### src/rtl/spi_register_master.sv
// rtl/spi_register_master.sv - SPI mode-0 initiator issuing 8-bit command + 32-bit data register frames
module spi_register_master #(
    parameter int CLK_DIV  = 4,
    parameter int CS_SETUP = 2,
    parameter int CS_HOLD  = 2,
    parameter int CS_GAP   = 4
) (
    input  logic        clk,
    input  logic        reset,
    input  logic        start,
    input  logic        is_write,
    input  logic [6:0]  target_register,
    input  logic [31:0] write_data,
    output logic        busy,
    output logic        done,
    output logic [31:0] read_data,
    output logic        sck,
    output logic        sdo,
    input  logic        sdi,
    output logic        cs
);

    // Half-period counter counts down, so it only needs to hold CLK_DIV-1.
    localparam int HW = (CLK_DIV > 1) ? $clog2(CLK_DIV) : 1;
    localparam logic [HW-1:0] HC_LOAD = HW'(CLK_DIV - 1);

    // One shared phase counter serves SETUP, HOLD and GAP.
    localparam int CMAX_SH = (CS_SETUP > CS_HOLD) ? CS_SETUP : CS_HOLD;
    localparam int CMAX    = (CMAX_SH > CS_GAP) ? CMAX_SH : CS_GAP;
    localparam int CW      = $clog2(CMAX + 1);
    localparam logic [CW-1:0] SETUP_END = CW'(CS_SETUP);
    localparam logic [CW-1:0] HOLD_END  = CW'(CS_HOLD);
    localparam logic [CW-1:0] GAP_END   = CW'(CS_GAP);
    localparam logic [CW-1:0] CNT_ONE   = CW'(1);

    typedef enum logic [2:0] {
        IDLE,
        SETUP,
        SHIFT,
        HOLD,
        GAP
    } state_t;

    state_t        state;
    logic [CW-1:0] cnt;
    logic [HW-1:0] hc;
    logic [5:0]    bit_cnt;
    logic [39:0]   tx;
    // Only the last 32 sampled bits survive; command-byte samples shift out the top.
    logic [31:0]   rx;

    // Frame sequencer: owns every output register and the shift registers.
    always_ff @(posedge clk) begin
        if (reset) begin
            state     <= IDLE;
            cnt       <= '0;
            hc        <= '0;
            bit_cnt   <= '0;
            tx        <= '0;
            rx        <= '0;
            cs        <= 1'b1;
            sck       <= 1'b0;
            sdo       <= 1'b0;
            busy      <= 1'b0;
            done      <= 1'b0;
            read_data <= '0;
        end else begin
            done <= 1'b0;
            case (state)
                IDLE: begin
                    if (start) begin
                        tx    <= {is_write, target_register, write_data};
                        cnt   <= '0;
                        state <= SETUP;
                    end
                end
                SETUP: begin
                    // First SETUP cycle drops cs and presents the command MSB.
                    if (cnt == '0) begin
                        cs   <= 1'b0;
                        busy <= 1'b1;
                        sdo  <= tx[39];
                    end
                    if (cnt == SETUP_END) begin
                        hc      <= HC_LOAD;
                        bit_cnt <= '0;
                        state   <= SHIFT;
                    end else begin
                        cnt <= cnt + CNT_ONE;
                    end
                end
                SHIFT: begin
                    if (hc != '0) begin
                        hc <= hc - 1'b1;
                    end else begin
                        hc <= HC_LOAD;
                        if (!sck) begin
                            sck <= 1'b1;
                            rx  <= {rx[30:0], sdi};
                        end else begin
                            sck <= 1'b0;
                            if (bit_cnt == 6'd39) begin
                                cnt   <= CNT_ONE;
                                state <= HOLD;
                            end else begin
                                bit_cnt <= bit_cnt + 6'd1;
                                sdo     <= tx[38];
                                tx      <= {tx[38:0], 1'b0};
                            end
                        end
                    end
                end
                HOLD: begin
                    if (cnt == HOLD_END) begin
                        cs        <= 1'b1;
                        done      <= 1'b1;
                        read_data <= rx;
                        cnt       <= CNT_ONE;
                        state     <= GAP;
                    end else begin
                        cnt <= cnt + CNT_ONE;
                    end
                end
                GAP: begin
                    // busy drops here; a pending start is taken on this same edge.
                    if (cnt == GAP_END) begin
                        busy <= 1'b0;
                        if (start) begin
                            tx    <= {is_write, target_register, write_data};
                            cnt   <= '0;
                            state <= SETUP;
                        end else begin
                            state <= IDLE;
                        end
                    end else begin
                        cnt <= cnt + CNT_ONE;
                    end
                end
                default: state <= IDLE;
            endcase
        end
    end

endmodule
### config.mk
export PLATFORM = sky130hd
export DESIGN_NAME = spi_register_master
export DESIGN_NICKNAME = d
export VERILOG_FILES = /design/src/rtl/spi_register_master.sv
export SDC_FILE = /design/constraint.sdc
export NUM_CORES = 1
export LEC_CHECK = 0
export BUFFER_PORTS_ARGS = -buffer_cell sky130_fd_sc_hd__buf_4
export CAP_MARGIN = 20
export CORE_ASPECT_RATIO = 1.1
export CORE_MARGIN = 2
export CORE_UTILIZATION = 45
export DETAILED_ROUTE_END_ITERATION = 10
export GPL_ROUTABILITY_DRIVEN = 0
export PLACE_DENSITY = 0.74
export SLEW_MARGIN = 20
export SYNTH_ARGS = -nofsm -noshare
export SYNTH_HDL_FRONTEND = slang
export SYNTH_SLANG_ARGS = --single-unit
### constraint.sdc
create_clock -name clk -period 2.1 [get_ports clk]
set_input_delay 0.42 -clock clk [delete_from_list [all_inputs] [get_ports clk]]
set_output_delay 0.42 -clock clk [all_outputs]
set_load 0.005 [all_outputs]
# ---- Yosys cells after proc, flatten, opt, wreduce, memory -nomap -nowiden
# Cells that the tools add are included.
dict set report totals {
  reg_bits 123
  output_inout_bits 37
  word_cells 99
  input_bits 44
}
dict set report classes {
  n_reduce_logical 20
  bitwise_logic 3
  eq_ne 17
  muxes 44
  addsub 3
}
# cell count
set op_table {}
lappend op_table {{40-bit two-way mux} 5}
lappend op_table {{40-bit case mux with 3 select lines} 1}
lappend op_table {{3-bit two-way mux} 14}
lappend op_table {{3-bit case mux with 5 select lines} 2}
lappend op_table {{6-bit two-way mux} 4}
lappend op_table {{2-bit != test (second input constant)} 10}
lappend op_table {{5-bit AND reduction} 4}
lappend op_table {{6-bit case mux with 2 select lines} 1}
lappend op_table {{1-bit two-way mux} 11}
lappend op_table {{3-bit by 2-bit equality test with 1-bit output (second input constant)} 3}
lappend op_table {{3-bit AND reduction} 3}
lappend op_table {{2-bit nonzero test} 4}
lappend op_table {{7-bit AND reduction} 1}
lappend op_table {{6-bit by 1-bit adder with 6-bit output (second input constant)} 1}
lappend op_table {{3-bit equality test (second input constant)} 2}
lappend op_table {{6-bit equality test (second input constant)} 1}
lappend op_table {{3-bit logical NOT} 2}
lappend op_table {{1-bit case mux with 2 select lines} 3}
lappend op_table {{2-bit AND reduction} 3}
lappend op_table {{5-bit nonzero test} 1}
lappend op_table {{2-bit two-way mux} 2}
lappend op_table {{2-bit case mux with 2 select lines} 1}
lappend op_table {{3-bit by 1-bit adder with 3-bit output (second input constant)} 1}
lappend op_table {{3-bit by 1-bit equality test with 1-bit output (second input constant)} 1}
lappend op_table {{other kinds (4)} 6}

# ---- Longest topological paths before layout
# Gate-level depths: netlist (run 1).
dict set report depth {
  ltp_word 5
  depth_mapped 8
  ltp_nobuf 6
}

# ---- Least setup slack after synthesis (run 1)
# No wires, ideal clock.
dict set report synth_path {
  kind {register to register}
  start {register state[1]}
  end {register tx[12]}
  path_buffers 3
  stages_incl_launch_ff 7
  period_less_slack_ns 1.725
  setup_slack_ns 0.375
  t_arrival_ns 1.604
  setup_time_ns 0.121
  required_ns 1.979
  path_cell_list {dfxtp_1 buf_4 or3b_1 buf_6 o21ai_2 buf_4 mux2_2}
}
dict set report synth_via {
  elab_chain_cells 3
  elab_cells_between_ends 10
  classes_between {6 x eq/ne; 1 x mux; 3 x reduce/logical}
}
# item line
set synth_rtl {}
lappend synth_rtl {{from (decl)} 44} ;# state_t state;
lappend synth_rtl {{from (signal assigned)} 55} ;# state <= IDLE;
lappend synth_rtl {{from (signal assigned)} 74} ;# state <= SETUP;
lappend synth_rtl {{from (signal assigned)} 87} ;# state <= SHIFT;
lappend synth_rtl {{3-bit by 2-bit equality test with 1-bit output (tied with other cells)} 69} ;# case (state)
lappend synth_rtl {{2-bit != test (no line) or 3-bit nonzero test (tied branches)} -}
lappend synth_rtl {{5-bit AND reduction (no line)} -}
lappend synth_rtl {{to (signal assigned)} 72} ;# tx <= {is_write, target_register, write_data};
lappend synth_rtl {{to (signal assigned)} 108} ;# tx <= {tx[38:0], 1'b0};
lappend synth_rtl {{to (signal assigned)} 129} ;# tx <= {is_write, target_register, write_data};
lappend synth_rtl {{to (decl)} 48} ;# logic [39:0] tx;
# Parallel ways exist; a longest one is shown, timed or not.
# A chain may end at the register's enable or synchronous reset.

# ---- Final worst setup path (run 1)
dict set report layout_path {
  start {register state[1]}
  end {register bit_cnt[3]}
}
dict set report layout_via {
  elab_chain_cells 3
  elab_cells_between_ends 9
  classes_between {6 x eq/ne; 1 x mux; 2 x reduce/logical}
}
# item line
set layout_rtl {}
lappend layout_rtl {{3-bit by 1-bit equality test with 1-bit output or 3-bit by 2-bit equality test with 1-bit output (tied branches)} 69}
lappend layout_rtl {{2-bit != test (no line) or 2-bit nonzero test (tied branches)} -}
lappend layout_rtl {{5-bit AND reduction (no line)} -}
lappend layout_rtl {{to (signal assigned)} 106} ;# bit_cnt <= bit_cnt + 6'd1;
lappend layout_rtl {{to (decl)} 47} ;# logic [5:0] bit_cnt;
# Parallel ways exist; a longest one is shown, timed or not.

==> flow_summary.yaml, run 1 <==
run_status:
  outcome: "complete, no violations"
synthesis:
  synth_area_um2: 5450
  syn_inst: 678
  synth_ff_type: "dfxtp_1"
  async_reset_ff_frac: 0
  synth_common_cells: "nand2_1, dfxtp_1, a21oi_1"
  syn_area_per_cell_um2: 8.04
  synth_nets: 727
  synth_edf_count: 0
  yosys_register_bits: 123
  synth_warnings: 0
  synth_top_cell_by_area: "dfxtp_1"
  yosysMostFrequentCell: "nand2_1"
  ys_seq_area_frac: 0.452
  synth.area.top_cells: "dfxtp_1, nand2_1, a21oi_1, nor2b_1, mux2_2"
  synth_cell_types: 49
  synth_top_area_frac: 0.452
sta:
  finalSetupViolCount: 0
  slew_headroom: 0.445
  worstMarginPinSlew_ns: 0.829
  fin_crit_sh: 0.933
  hold_viol_final: 0
  period_needed_ns: 1.96
  max_freq_mhz: 511
  setup_tns_ns: 0
  rsz0062_at_grt: "false"
  fin_skew_ns: 0.00784
  timing.final.max_slew_violations: 0
placed_design:
  dp_hpwl_um: 7630
  numPortBuffers: 80
clocking:
  cts-root-buf: "clkbuf_16"
  clk_path_buf_depth: 2
  htree_levels: 4
  cts_setup_buffers: 0
  clock_latency_ns: 0.41
  cts-buffers-inserted: 17
  tritoncts: "yes"
  ctsResizeCount: 0
  hold_buffers: 0
  clock-sinks: 123
  clkSlewWorstSetupHoldPaths_ns: 0.05
grt:
  overflow: 0
  grt_usage: 0.188
  first_global_vias: 4216
  grt_pass1_wl_um: 19200
  antenna_found_initial: 0
  grt_max_degree: 72
detailed_routing:
  wl_met3_um: 555
  ant_nets: 0
  first_iter_violations: 261
  drt_pass1_iterations: 4
  viasPerCell: 5.10
  wl_met1_um: 5180
  drc_errors: 0
  vias: 4629
  dr.max_layer_used: "met4"
  routed-wl-met2_um: 5860
  post_drt_wl_per_cell_um: 12.9
  wl_um: 11700
cells_and_area:
  fillerInstances: 1070
  drive_gt1_frac: 0.202
  synthToLayoutAreaGrowth_pct: 24.5
  antenna_cells: 0
  nets: 793
die:
  dieHeight_um: 119
  floorplan.initialDensity: 0.457
  die_x_um: 109
  rows: 42
  ios: 81
  core-area_um2: 11900
  die_area_um2: 13000
min_path:
  hold_path.class: "in -> reg"
power_and_ir_drop:
  power_frac_clock: 0.523
  power.switching_w: 0.00116
  power_density_nw_per_um2: 851
  ir_worst_vdd_v: 0.000560
  power.total_w: 0.00578
  comb_power_share: 0.057
  seq_power_share: 0.420
  switching_share: 0.200
  power.internal_w: 0.00463
  power_leakage_nw: 2.68
setup_path:
  cp.required_ns: 2.44
  cp-start-kind: "register"
  crit_type: "reg -> reg"
  crit_path_end_kind: "register"
  path_max_fanout: 18
  worstPathArrival_ns: 2.30
flow_run:
  maxCapViolCount: 0
placed cells by master (no fill, tap or decap), types with 3 or more instances in the layout:
cell / synthesis / layout
inv_1: 4 / 4
ha_1: 5 / 5
nor2_1: 11 / 11
buf_12: 0 / 3
clkbuf_16: 0 / 17
mux2_2: 20 / 20
clkinv_2: 0 / 3
clkbuf_8: 0 / 3
bufinv_16: 0 / 4
nand3b_1: 3 / 3
nand3_1: 7 / 7
mux2_1: 19 / 19
buf_4: 5 / 94
nand2_1: 218 / 218
dfxtp_1: 123 / 123
nand2b_1: 6 / 6
a21oi_1: 116 / 116
a2111o_1: 3 / 3
nor2b_1: 44 / 44
a32o_1: 3 / 3
o21ai_0: 7 / 7
worst max-delay path: stages (launching register included):
cell and delay [ns]:
dfxtp_1 0.31, buf_4 0.20, nor3b_2 0.37, o211ai_1 0.43
a2111o_1 0.51, o21ai_0 0.07
final timing paths:
path / startpoint / to / slack [ns] / cells after the start
hold / removal: sdi / rx[0] / 0.26 / 3
setup reg to reg: state[1] / bit_cnt[3] / 0.14 / 5
setup / recovery: state[1] / bit_cnt[3] / 0.14 / 5
hold reg to reg: read_data[18] / read_data[18] / 0.45 / 2
routing by layer:
layer	track usage	vias to the layer above
li1	-	2397
met1	0.222	2122
met2	0.313	102
met3	0.0624	8
met4	0.0713	0
met5	0	-
metrics by stage:
stage                     cells  utilization  hold slack (ns)  cell area, um2  worst slack (ns)
after global placement      879        0.518            0.444            6180             0.230
after CTS                   908        0.569            0.234            6790             0.146
after global routing        908        0.569            0.257            6790          0.000415
after detailed placement    879        0.518            0.448            6180             0.186
final                       908        0.569            0.260            6790             0.141
after floorplan             678            -            0.432            5450             0.375
cell type report:
class | instances | area (um2) | share of cell area
sequential | 123 | 2460 | 0.363
inverter | 5 | 18.8 | 0.00276
clock inverter | 8 | 143 | 0.0210
multi-input combinational | 500 | 2740 | 0.403
tap | 154 | 193 | 0.0284
clock buffer | 21 | 470 | 0.0693
timing repair buffer | 97 | 766 | 0.113
state kept, by name, summed over array words and instances, names as in the netlist:
register and cells:
rx 32, state 3, bit_cnt 6, read_data 32, done 1, busy 1, cnt 3, sdo 1
tx 40, cs 1, hc 2, sck 1
logic make-up (layout without fill, tap and decap cells):
kind of cell	count (synthesis)	after routing	synth area share
AND/OR/NAND/NOR	305	305	0.249
flip-flops	123	123	0.452
adder cells (fa/ha/maj)	5	5	0.0115
AO/OA/AOI/OAI	148	148	0.154
multiplexers	39	39	0.0805
buffers and inverters	55	131	0.0486
XOR/XNOR	3	3	0.00482
power groups by stage:
| stage | combinational (W) | sequential [W] | clock, W |
|---|---|---|---|
| global route | 0.000365 | 0.00243 | 0.00320 |
| CTS | 0.000335 | 0.00243 | 0.00309 |
| global placement | 0.000320 | 0.00247 | 0 |
| floorplan | 0.000217 | 0.00247 | 0 |
| detailed placement | 0.000332 | 0.00248 | 0 |
| finish | 0.000332 | 0.00243 | 0.00302 |
(Power assumes the default switching activity.)
==> inputs of run 2 (changes only) <==
--- a/config.mk
+++ b/config.mk
@@ -7,2 +7,3 @@
 export LEC_CHECK = 0
+export ABC_CLOCK_PERIOD_IN_PS = 2100
 export BUFFER_PORTS_ARGS = -buffer_cell sky130_fd_sc_hd__buf_4
==> constraint.sdc (replaced) <==
create_clock -name clk -period 2.1 [get_ports clk]
set_input_delay 0.105 -clock clk [delete_from_list [all_inputs] [get_ports clk]]
set_output_delay 0.105 -clock clk [all_outputs]
set_load 0.005 [all_outputs]
==> flow_summary.yaml, run 2 (synthesis gave the netlist of run 1 again) <==
cells_and_area:
  top_register: "tx"
  top_regs: "tx: 40 flops, read_data: 32 flops, rx: 32 flops"
  drive_gt1_frac: 0.202
  layout_commonest_cell: "nand2_1"
  nets: 793
  fillerInstances: 1065
  most-common-layout-cells: "nand2_1, dfxtp_1, a21oi_1, buf_4, nor2b_1"
  final_cells: 910
  design_area_um2: 6770
  synthToLayoutAreaGrowth_pct: 24.1
  largest_reg_flops: 40
  antenna_cells: 0
grt:
  grt_usage: 0.184
  overflow: 0
  grt_pass1_wl_um: 19400
  grt_max_degree: 92
  first_global_vias: 4501
  antenna_found_initial: 0
setup_path:
  crit_path_start: "cnt[0]"
  crit_type: "reg -> reg"
  cp-start-kind: "register"
  crit_path_end_kind: "register"
  path_cells: "inv_1, ha_1, nand3b_1, a211oi_2, o21ai_4, buf_12, mux2_1"
  path_max_fanout: 40
  crit_slowest_cell: "a211oi_2"
  cp_slowest_stage_delay_ns: 0.38
  worstPathArrival_ns: 2.20
  worstReg2RegStart: "cnt[0]"
  cp.required_ns: 2.39
die:
  rows: 42
  floorplan.initialDensity: 0.457
  dieHeight_um: 119
  die_x_um: 109
  core-area_um2: 11900
  ios: 81
  die_area_um2: 13000
placed_design:
  dp_hpwl_um: 7390
  dpl-instance-area_um2: 6160
  numPortBuffers: 80
  placed_cells: 878
sta:
  max_freq_mhz: 522
  rsz0062_at_grt: "false"
  fin_crit_sh: 0.912
  period_needed_ns: 1.91
  timing.final.max_slew_violations: 0
  slew_headroom: 0.479
  finalSetupViolCount: 0
  setup_tns_ns: 0
  fin_skew_ns: 0.0105
  worstMarginPinSlew_ns: 0.777
  hold_viol_final: 0
  hold_ws_ns: 0.0749
flow_run:
  maxCapViolCount: 0
detailed_routing:
  drc_errors: 0
  ant_nets: 0
  vias: 4675
  drt_pass1_iterations: 5
  wl_um: 11400
  viasPerCell: 5.14
  first_iter_violations: 219
  post_drt_wl_per_cell_um: 12.5
clocking:
  ctsResizeCount: 0
  clock-sinks: 123
  clkSlewWorstSetupHoldPaths_ns: 0.05
  htree_levels: 4
  tritoncts: "yes"
  clock_latency_ns: 0.41
  clk_path_buf_depth: 2
  cts-buffers-inserted: 17
  cts-root-buf: "clkbuf_16"
power_and_ir_drop:
  switching_share: 0.209
  power_frac_clock: 0.514
  power.internal_w: 0.00449
  power_density_nw_per_um2: 839
  seq_power_share: 0.428
  power.switching_w: 0.00119
  comb_power_share: 0.058
  ir_worst_vdd_v: 0.000432
  power_leakage_nw: 2.66
min_path:
  hold_path.class: "in -> reg"
  hp-start: "write_data[26]"
run_status:
  outcome: "complete, no violations"
==> run 2: final cells by class <==
cell class | count | area [um2] | area share
multi-input cells | 500 | 2740 | 0.404
clock inverters | 11 | 145 | 0.0214
well taps | 154 | 193 | 0.0285
clock buffers | 20 | 457 | 0.0675
inverters | 5 | 18.8 | 0.00277
repair buffers | 97 | 756 | 0.112
flip-flops and latches | 123 | 2460 | 0.364
==> run 2: path summary, 6_finish.rpt <==
path	endpoint	slack, ns	cells after the start
max reg2reg	tx[39]	0.19	7
min	tx[26]	0.07	4
max	tx[39]	0.19	7
min reg2reg	read_data[25]	0.46	2
==> run 2: stage by stage <==
stage | setup WS, ns | total power (W) | utilization
global placement | 0.266 | 0.00279 | 0.516
CTS | 0.182 | 0.00573 | 0.567
detailed placement | 0.202 | 0.00280 | 0.516
finish | 0.186 | 0.00568 | 0.567
floorplan | 0.375 | 0.00268 | -
global route | 0.0486 | 0.00588 | 0.567
==> run 2: repair_timing <==
action,CTS,global route
setup endpoints to repair,0,0
buffers inserted,0,0
hold endpoints to repair,1,0
hold buffers,1,0
==> run 2: worst max-delay path, delay by kind of cell, from the launching register on <==
family	cells	cell delay (ns)
buffers and inverters	2	0.31
AND/OR/NAND/NOR	1	0.11
multiplexers	1	0.34
AO/OA/AOI/OAI	2	0.49
adder cells (fa/ha/maj)	1	0.23
flip-flops	1	0.32
==> run 2: power by group through the flow <==
stage          clock, W  sequential, W  combinational [W]
2_1_floorplan         0        0.00247           0.000217
3_3_place_gp          0        0.00247           0.000316
6_report        0.00292        0.00243           0.000331
4_1_cts         0.00297        0.00243           0.000333
3_5_place_dp          0        0.00248           0.000329
5_1_grt         0.00308        0.00243           0.000366
==> run 2: per-layer routing <==
| layer | vias up | GRT usage | routed length (um) |
|---|---|---|---|
| met5 | - | 0 | 0 |
| met4 | 0 | 0.0865 | 225 |
| met3 | 23 | 0.0427 | 532 |
| li1 | 2394 | - | - |
| met1 | 2141 | 0.218 | 5040 |
| met2 | 117 | 0.308 | 5620 |
==> inputs of run 3 (changes only) <==
- ABC_CLOCK_PERIOD_IN_PS: 2100 -> 2300
- clock period: 2.1 -> 2.3 ns (I/O delays scaled with it)
==> flow_summary.yaml, run 3 (synthesis gave the netlist of run 1 again) <==
grt:
  grt_max_degree: 139
  overflow: 0
  grt_usage: 0.183
  first_global_vias: 4359
  antenna_found_initial: 0
  grt_pass1_wl_um: 18900
detailed_routing:
  viasPerCell: 5.17
  wl_um: 11400
  first_iter_violations: 240
  drc_errors: 0
  ant_nets: 0
  drt_pass1_iterations: 5
  vias: 4687
  post_drt_wl_per_cell_um: 12.6
setup_path:
  cp_slowest_stage_delay_ns: 0.50
  reg2reg_slack_ns: 0.34
  path_cells: "buf_4, nor3b_2, o211ai_1, a2111o_1, o21ai_0"
  worstPathArrival_ns: 2.29
  crit_slowest_cell: "a2111o_1"
  path_max_fanout: 18
  crit_type: "reg -> reg"
  crit_path_end_kind: "register"
  cp.required_ns: 2.63
  crit_buf_inv: 1
  path_delay_family: "compound AO/OA/AOI/OAI gates"
  cp-start-kind: "register"
clocking:
  cts-root-buf: "clkbuf_16"
  clock-sinks: 123
  clk_path_buf_depth: 2
  tritoncts: "yes"
  cts_setup_buffers: 0
  cts-buffers-inserted: 17
  clock_latency_ns: 0.41
  htree_levels: 4
  ctsResizeCount: 0
  clkSlewWorstSetupHoldPaths_ns: 0.05
  hold_buffers: 1
cells_and_area:
  top_regs: "tx: 40 flops, read_data: 32 flops, rx: 32 flops"
  layout_commonest_cell: "nand2_1"
  antenna_cells: 0
  nets: 788
  fillerInstances: 1064
  most-common-layout-cells: "nand2_1, dfxtp_1, a21oi_1, buf_4, nor2b_1"
  top_register: "tx"
  final_cells: 906
  synthToLayoutAreaGrowth_pct: 23.6
  drive_gt1_frac: 0.197
  largest_reg_flops: 40
flow_run:
  maxCapViolCount: 0
power_and_ir_drop:
  ir_worst_vdd_v: 0.000710
  power_leakage_nw: 2.64
  power_density_nw_per_um2: 760
  power.total_w: 0.00512
die:
  core-area_um2: 11900
  die_area_um2: 13000
  rows: 42
  dieHeight_um: 119
  floorplan.initialDensity: 0.457
  ios: 81
  die_x_um: 109
sta:
  slew_headroom: 0.472
  worstMarginPinSlew_ns: 0.789
  hold_ws_ns: 0.0799
  period_needed_ns: 1.96
  finalSetupViolCount: 0
  hold_viol_final: 0
  fin_crit_sh: 0.853
  timing.final.max_slew_violations: 0
  max_freq_mhz: 510
  setup_tns_ns: 0
  fin_skew_ns: 0.00695
  rsz0062_at_grt: "false"
placed_design:
  placed_cells: 873
  numPortBuffers: 80
  dp_hpwl_um: 7260
min_path:
  hold_path.class: "in -> reg"
run_status:
  outcome: "complete, no violations"
run 3: cell types whose count changed in the layout (fill, tap and decap cells not counted):
| cell | previous run | this run |
|---|---|---|
| clkinv_2 | 3 | 6 |
| clkinv_4 | 2 | 1 |
| buf_12 | 2 | 4 |
| buf_4 | 94 | 87 |
| clkbuf_1 | 1 | 2 |
| clkbuf_8 | 2 | 0 |
run 3: report_power, final:
part	switching [W]	internal (W)	leakage, nW
registers	0.0000264	0.00219	0.998
clock network	0.000915	0.00169	0.282
logic	0.000143	0.000159	1.36
run 3: final cells by class:
cell class,instances,area (um2),share of cell area
well taps,154,193,0.0286
multi-input cells,500,2740,0.406
flip-flops and latches,123,2460,0.365
clock buffers,19,433,0.0642
repair buffers,92,743,0.110
clock inverters,13,151,0.0225
inverters,5,18.8,0.00278
run 3: final timing paths:
path / startpoint / end / cells past startpoint
worst max register to register: state[1] / bit_cnt[3] / 5
worst min register to register: read_data[18] / read_data[18] / 2
worst min-delay path: write_data[0] / tx[0] / 3
worst max-delay path: state[1] / bit_cnt[3] / 5
run 3: layer usage:
| metal | vias to the layer above | track usage | routed length, um |
|---|---|---|---|
| li1 | 2390 | - | - |
| met1 | 2176 | 0.210 | 5130 |
| met2 | 97 | 0.312 | 5630 |
| met3 | 24 | 0.0449 | 464 |
| met4 | 0 | 0.0921 | 224 |
| met5 | - | 0 | 0 |
run 3: worst min-delay path: stages:
cell	delay, ns
buf_4	0.09
and3_1	0.14
a32o_1	0.11
run 3: stage by stage:
step | util | area, um2 | setup WS [ns]
after global routing | 0.565 | 6740 | 0.221
after floorplan | - | 5450 | 0.575
after detailed placement | 0.515 | 6140 | 0.371
after CTS | 0.565 | 6740 | 0.351
after global placement | 0.515 | 6140 | 0.416
final | 0.565 | 6740 | 0.339
